==> src/rtl/cpu_types_pkg.sv <==
// Shared CPU types used by the instruction cache.
//   ICACHE_FRAMES / ICACHE_TAG_W / ICACHE_IDX_W : cache geometry
//   ICACHE_IDX_LSB / ICACHE_TAG_LSB             : address field positions
//   icache_frame_t                              : one direct-mapped frame
//   icache_state_t                              : cache controller states
package cpu_types_pkg;

    localparam int ICACHE_FRAMES  = 16;
    localparam int ICACHE_TAG_W   = 26;
    localparam int ICACHE_IDX_W   = 4;
    localparam int ICACHE_IDX_LSB = 2;
    localparam int ICACHE_TAG_LSB = ICACHE_IDX_LSB + ICACHE_IDX_W;

    typedef struct packed {
        logic                    valid;
        logic [ICACHE_TAG_W-1:0] tag;
        logic [31:0]             data;
    } icache_frame_t;

    typedef enum logic {
        IDLE = 1'b0,
        FILL = 1'b1
    } icache_state_t;

endpackage

==> src/rtl/icache_if.sv <==
// Datapath-side and memory-side signals of the instruction cache.
//   slave  : the cache's view (takes requests, returns words, drives memory reads)
//   master : the environment's view (datapath + instruction memory)
// Signals:
//   dp_iREN, dp_iaddr, dp_halt, flush : datapath request / control
//   dp_ihit, dp_iload                 : cache reply to datapath
//   mem_iREN, mem_iaddr               : memory read request
//   mem_iwait, mem_iload              : memory reply
interface icache_if;
    logic        dp_iREN;
    logic [31:0] dp_iaddr;
    logic        dp_halt;
    logic        flush;
    logic        dp_ihit;
    logic [31:0] dp_iload;
    logic        mem_iREN;
    logic [31:0] mem_iaddr;
    logic        mem_iwait;
    logic [31:0] mem_iload;

    modport slave (
        input  dp_iREN, dp_iaddr, dp_halt, flush, mem_iwait, mem_iload,
        output dp_ihit, dp_iload, mem_iREN, mem_iaddr
    );

    modport master (
        output dp_iREN, dp_iaddr, dp_halt, flush, mem_iwait, mem_iload,
        input  dp_ihit, dp_iload, mem_iREN, mem_iaddr
    );
endinterface

==> src/rtl/icache.sv <==
// Direct-mapped instruction cache: 16 one-word frames, blocking single fill.
// Ports:
//   CLK  : clock, all state on the rising edge
//   RST  : synchronous active-high reset (clears valid bits, abandons a fill)
//   bus  : icache_if.slave carrying the datapath and memory signals
// A hit in IDLE is answered combinationally. A miss latches the address and
// moves to FILL, which holds the memory request until mem_iwait drops; the
// returned word is written into its frame and forwarded if still requested.
module icache
    import cpu_types_pkg::*;
(
    input  logic    CLK,
    input  logic    RST,
    icache_if.slave bus
);

    icache_frame_t           frames [ICACHE_FRAMES];
    icache_state_t           state;
    icache_state_t           state_next;
    logic [31:0]             fill_addr;
    logic                    fill_flushed;
    logic [ICACHE_IDX_W-1:0] lookup_idx;
    logic [ICACHE_IDX_W-1:0] fill_idx;
    logic                    lookup_hit;
    logic                    start_fill;
    logic                    fill_done;
    logic                    fill_valid;

    assign lookup_idx = bus.dp_iaddr[ICACHE_IDX_LSB +: ICACHE_IDX_W];
    assign fill_idx   = fill_addr[ICACHE_IDX_LSB +: ICACHE_IDX_W];
    assign lookup_hit = frames[lookup_idx].valid &&
                        (frames[lookup_idx].tag == bus.dp_iaddr[31:ICACHE_TAG_LSB]);

    // All outputs are forced quiet while RST is high, whatever the state.
    always_comb begin
        state_next    = state;
        start_fill    = 1'b0;
        fill_done     = 1'b0;
        fill_valid    = 1'b0;
        bus.dp_ihit   = 1'b0;
        bus.dp_iload  = '0;
        bus.mem_iREN  = 1'b0;
        bus.mem_iaddr = '0;
        if (!RST) begin
            case (state)
                IDLE: begin
                    if (bus.dp_iREN && !bus.flush) begin
                        if (lookup_hit) begin
                            bus.dp_ihit  = 1'b1;
                            bus.dp_iload = frames[lookup_idx].data;
                        end else if (!bus.dp_halt) begin
                            start_fill = 1'b1;
                            state_next = FILL;
                        end
                    end
                end
                FILL: begin
                    bus.mem_iREN  = 1'b1;
                    bus.mem_iaddr = fill_addr;
                    if (!bus.mem_iwait) begin
                        fill_done  = 1'b1;
                        // A flush anywhere in the fill makes the word stale.
                        fill_valid = !(bus.flush || fill_flushed);
                        state_next = IDLE;
                        if (bus.dp_iREN && !bus.flush && (bus.dp_iaddr == fill_addr)) begin
                            bus.dp_ihit  = 1'b1;
                            bus.dp_iload = bus.mem_iload;
                        end
                    end
                end
                default: state_next = IDLE;
            endcase
        end
    end

    // Tag/data and the fill address are never reset; only valid bits and
    // control state are.
    always_ff @(posedge CLK) begin
        if (RST) begin
            state        <= IDLE;
            fill_flushed <= 1'b0;
            for (int i = 0; i < ICACHE_FRAMES; i++) begin
                frames[i].valid <= 1'b0;
            end
        end else begin
            state <= state_next;
            if (start_fill) begin
                fill_addr    <= bus.dp_iaddr;
                fill_flushed <= 1'b0;
            end else if (state == FILL && bus.flush) begin
                fill_flushed <= 1'b1;
            end
            if (bus.flush) begin
                for (int i = 0; i < ICACHE_FRAMES; i++) begin
                    frames[i].valid <= 1'b0;
                end
            end
            // Placed after the flush clear so the completing frame's own
            // valid value wins on that index.
            if (fill_done) begin
                frames[fill_idx] <= '{valid: fill_valid,
                                      tag:   fill_addr[31:ICACHE_TAG_LSB],
                                      data:  bus.mem_iload};
            end
        end
    end

endmodule

==> src/flat_wrapper.sv <==
// flat-port wrapper written by rule: the top's interface ports become plain ports
module icache_flat import cpu_types_pkg::*;
  (CLK, RST, bus_dp_iREN, bus_dp_iaddr, bus_dp_halt, bus_flush, bus_mem_iwait, bus_mem_iload, bus_dp_ihit, bus_dp_iload, bus_mem_iREN, bus_mem_iaddr);
  icache_if bus_i ();
  input  logic CLK;
  input  logic RST;
  input wire logic [$bits(bus_i.dp_iREN)-1:0] bus_dp_iREN;
  input wire logic [$bits(bus_i.dp_iaddr)-1:0] bus_dp_iaddr;
  input wire logic [$bits(bus_i.dp_halt)-1:0] bus_dp_halt;
  input wire logic [$bits(bus_i.flush)-1:0] bus_flush;
  input wire logic [$bits(bus_i.mem_iwait)-1:0] bus_mem_iwait;
  input wire logic [$bits(bus_i.mem_iload)-1:0] bus_mem_iload;
  output wire logic [$bits(bus_i.dp_ihit)-1:0] bus_dp_ihit;
  output wire logic [$bits(bus_i.dp_iload)-1:0] bus_dp_iload;
  output wire logic [$bits(bus_i.mem_iREN)-1:0] bus_mem_iREN;
  output wire logic [$bits(bus_i.mem_iaddr)-1:0] bus_mem_iaddr;
  assign bus_i.dp_iREN = bus_dp_iREN;
  assign bus_i.dp_iaddr = bus_dp_iaddr;
  assign bus_i.dp_halt = bus_dp_halt;
  assign bus_i.flush = bus_flush;
  assign bus_i.mem_iwait = bus_mem_iwait;
  assign bus_i.mem_iload = bus_mem_iload;
  assign bus_dp_ihit = bus_i.dp_ihit;
  assign bus_dp_iload = bus_i.dp_iload;
  assign bus_mem_iREN = bus_i.mem_iREN;
  assign bus_mem_iaddr = bus_i.mem_iaddr;
  icache u_core (.CLK(CLK), .RST(RST), .bus(bus_i));
endmodule
==> config.mk <==
export PLATFORM = sky130hd
export DESIGN_NAME = icache_flat
export DESIGN_NICKNAME = d
export VERILOG_FILES = /design/src/rtl/cpu_types_pkg.sv /design/src/rtl/icache_if.sv /design/src/rtl/icache.sv /design/src/flat_wrapper.sv
export SDC_FILE = /design/constraint.sdc
export NUM_CORES = 1
export LEC_CHECK = 0
export BUFFER_PORTS_ARGS = -buffer_cell sky130_fd_sc_hd__buf_2
export CAP_MARGIN = 20
export CORE_UTILIZATION = 50
export CTS_CLUSTER_DIAMETER = 80
export DETAILED_ROUTE_END_ITERATION = 6
export GPL_TIMING_DRIVEN = 0
export PLACE_DENSITY = 0.66
export SLEW_MARGIN = 30
export SYNTH_ARGS = -nofsm -noshare
export SYNTH_HDL_FRONTEND = slang
export SYNTH_SLANG_ARGS = --single-unit
==> constraint.sdc <==
create_clock -name CLK -period 5.1 [get_ports CLK]
set_input_delay 0.51 -clock CLK [delete_from_list [all_inputs] [get_ports CLK]]
set_output_delay 0.51 -clock CLK [all_outputs]
set_load 0.05 [all_outputs]
==> impl_metrics.ini <==
[global_route]
grt_pass1_vias = 19530
grt_remaining_overflow = 0
grt_util_all_layers_pct = 25.29
antenna_found_initial = 7
grt_pass1_wl_mm = 138.3
grt_max_degree = 43

[setup_path]
reg2reg_slack_ps = 1570
critical_path_class = input pin to output port
cp_cell_sequence = buf_2, buf_6, buf_4, buf_2, buf_2, buf_2, clkdlybuf4s15_1, mux4_2, mux4_2, mux2i_1, nor2_1, buf_2
cp-end-kind = output port
cpMaxStageDelayCell = clkdlybuf4s15_1
max_stage_delay_ps = 740
cp_data_arrival_time_ps = 4530
critPathMaxFanout = 10
crit_top_cell = buf_2
cp-start-kind = input pin
crit_required_ps = 4590

[final_layout]
nets = 2122
layout-drive-gt1-share_pct = 30.61
diodes = 0
final_cells = 3163
syn2layout_area_growth_pct = 15.45

[yosys]
synthMostInstantiatedCell = edfxtp_1
synth_cells = 1799
synth-main-ff-cell = edfxtp_1
syn_nets = 1869
syn_area_per_cell_um2 = 21.58
yosys_register_bits = 978
synth_common_cells = 976 x edfxtp_1, 233 x mux4_2, 138 x mux2i_1
async_flop_share_pct = 0
yosysTopAreaCellShare_pct = 75.50
synth-edff-count = 976
ys_warn_count = 0
synth_top_area_cell = edfxtp_1
synth_area_um2 = 38820
ys_types = 59
synth_seq_area_share_pct = 75.60
synth_area_leaders = edfxtp_1 75%, mux4_2 14%, mux2i_1 3.6%

[power_and_ir_drop]
power.density_nw_per_um2 = 385.2
p_leak_uw = 0.01471
finalPower_uw = 17260
intPower_uw = 13720
ir_drop_uv = 300.0
p_sw_uw = 3544
power_frac_clock_pct = 44.0
p_comb_share_pct = 4.6
pwr-share-seq_pct = 51.4
swShare_pct = 20.53

[clock_network]
ctsLongestPathBuffers = 3
htreeDepth = 3
clk_latency_ps = 660
hold_buffers = 0
cts.root.buffer_cell = clkbuf_16
cts_sinks = 978
cts_inserted_buffers = 99
tritoncts = done
clk_pin_slew_ps = 60

[detailed_routing]
firstDrtPassIters = 6
drt-total-wl_mm = 98.34
via_count = 19490
wl_per_cell_um = 31.09
antenna_left = 0
drc = 0
drt_iter0_markers = 2482
routed_via_density = 6.160

[sta]
relSlewSlack_pct = 33.20
fmax_ghz = 0.1986
worst_pin_slew_ps = 1002
setup_violations = 0
post-route-period-util_pct = 98.73
rsz0062_at_grt = yes
postLayoutSetupSlackWorst_ps = 64.95
clock-skew-final_ps = 17.34
drv_slew = 0
hold_violations = 0
fin_crit_ps = 5035

[placed_design]
dpl.hpwl_mm = 57.08
dp.cells = 2982
preCtsSetupSlack_ps = -399.7
port_buffers = 135
gp_congestion = 0.8237

[die]
core-area_um2 = 76330
die_width_um = 280.6
die_area_um2 = 78760
num_rows = 101
start_util_pct = 50.86
die_h_um = 280.6
ios = 136

[min_path]
hp-class = input pin to register

[outcome]
status = completed

[job]
drv_cap = 0
-- flip-flops by register name, summed over array words and instances, names as in the netlist --
name                 cells
u_core.fill_addr        32
u_core.fill_flushed      1
u_core.state             1
u_core.frames          944
-- critical path: cells and delay by family --
family	cells	cell delay, ps
multiplexers	3	1010
buffers and inverters	8	2810
AND/OR/NAND/NOR	1	140
-- metal layers --
metal	track usage [%]	wire length [µm]	vias to the layer above
li1	-	-	7971
met1	35.50	39490	10320
met2	40.30	47530	1015
met3	4.480	8146	168
met4	8.379	2991	12
met5	1.188	189	-
-- through the flow --
step / setup TNS (ps) / cell area, µm² / hold WS, ps / util (%)
floorplan: 0 / 38820 / 564.6 / -
global route: -4.805 / 44820 / 35.95 / 58.72
CTS: 0 / 44800 / 24.67 / 58.70
finish: 0 / 44820 / 54.65 / 58.72
detailed placement: -8537 / 41360 / 636.2 / 54.19
global placement: -223650 / 40780 / 610.1 / 53.43
-- cell families after synthesis --
logic type | after synthesis | synth area share [%]
xor+xnor | 60 | 1.354
mux | 375 | 17.23
compound gates | 67 | 1.363
buf+inv | 113 | 1.573
simple gates | 206 | 2.878
flops | 978 | 75.60
-- path summary, 6_finish.rpt --
path                                     startpoint               endpoint  cells after the start
worst max-delay path                bus_dp_iaddr[3]        bus_dp_iload[1]                     12
worst min-delay path                bus_dp_iaddr[5]    u_core.fill_addr[5]                      1
worst max register to register         u_core.state  u_core.frames[13][56]                      6
worst min register to register  u_core.fill_flushed  u_core.frames[12][58]                      1
-- final cells by class --
type                       instances  area (µm²)
fill                            5538       31510
tap                             1030        1289
inverter                          23       166.4
sequential                       978       29350
buffer                            89       559.3
clock buffer                     122        2606
clock inverter                    60       819.5
multi-input combinational        708        8875
timing repair buffer             153        1155
-- power groups by stage --
stage | sequential, µW | clock, µW | combinational (µW)
after floorplan | 9030 | 0 | 499
after global placement | 9040 | 0 | 788
after detailed placement | 9040 | 0 | 803
after CTS | 8870 | 7670 | 807
after global routing | 8870 | 7960 | 849
final | 8870 | 7590 | 803
-- layout by cell type (no fill, tap or decap), drive strengths merged, types with 3 or more instances in the layout --
master	n
nor3	5
mux2i	138
inv	23
nand2b	3
a22o	4
nor4	11
o21ai	3
a221oi	5
a22oi	24
edfxtp	976
nand2	43
a21oi	10
nor2	63
mux2	3
clkbuf	150
bufinv	18
and2	35
xor2	38
nand4	7
o211ai	4
nor2b	10
buf	212
clkinv	40
xnor2	22
mux4	234
nand3	13
or3	3
-- repair_timing --
item | CTS | global route
setup endpoints to repair | 33 | 8
buffers inserted | 0 | 0
gates resized for setup | 8 | 12
pin swaps | 0 | 0
gates cloned | 0 | 0
(Power assumes the default switching activity.)
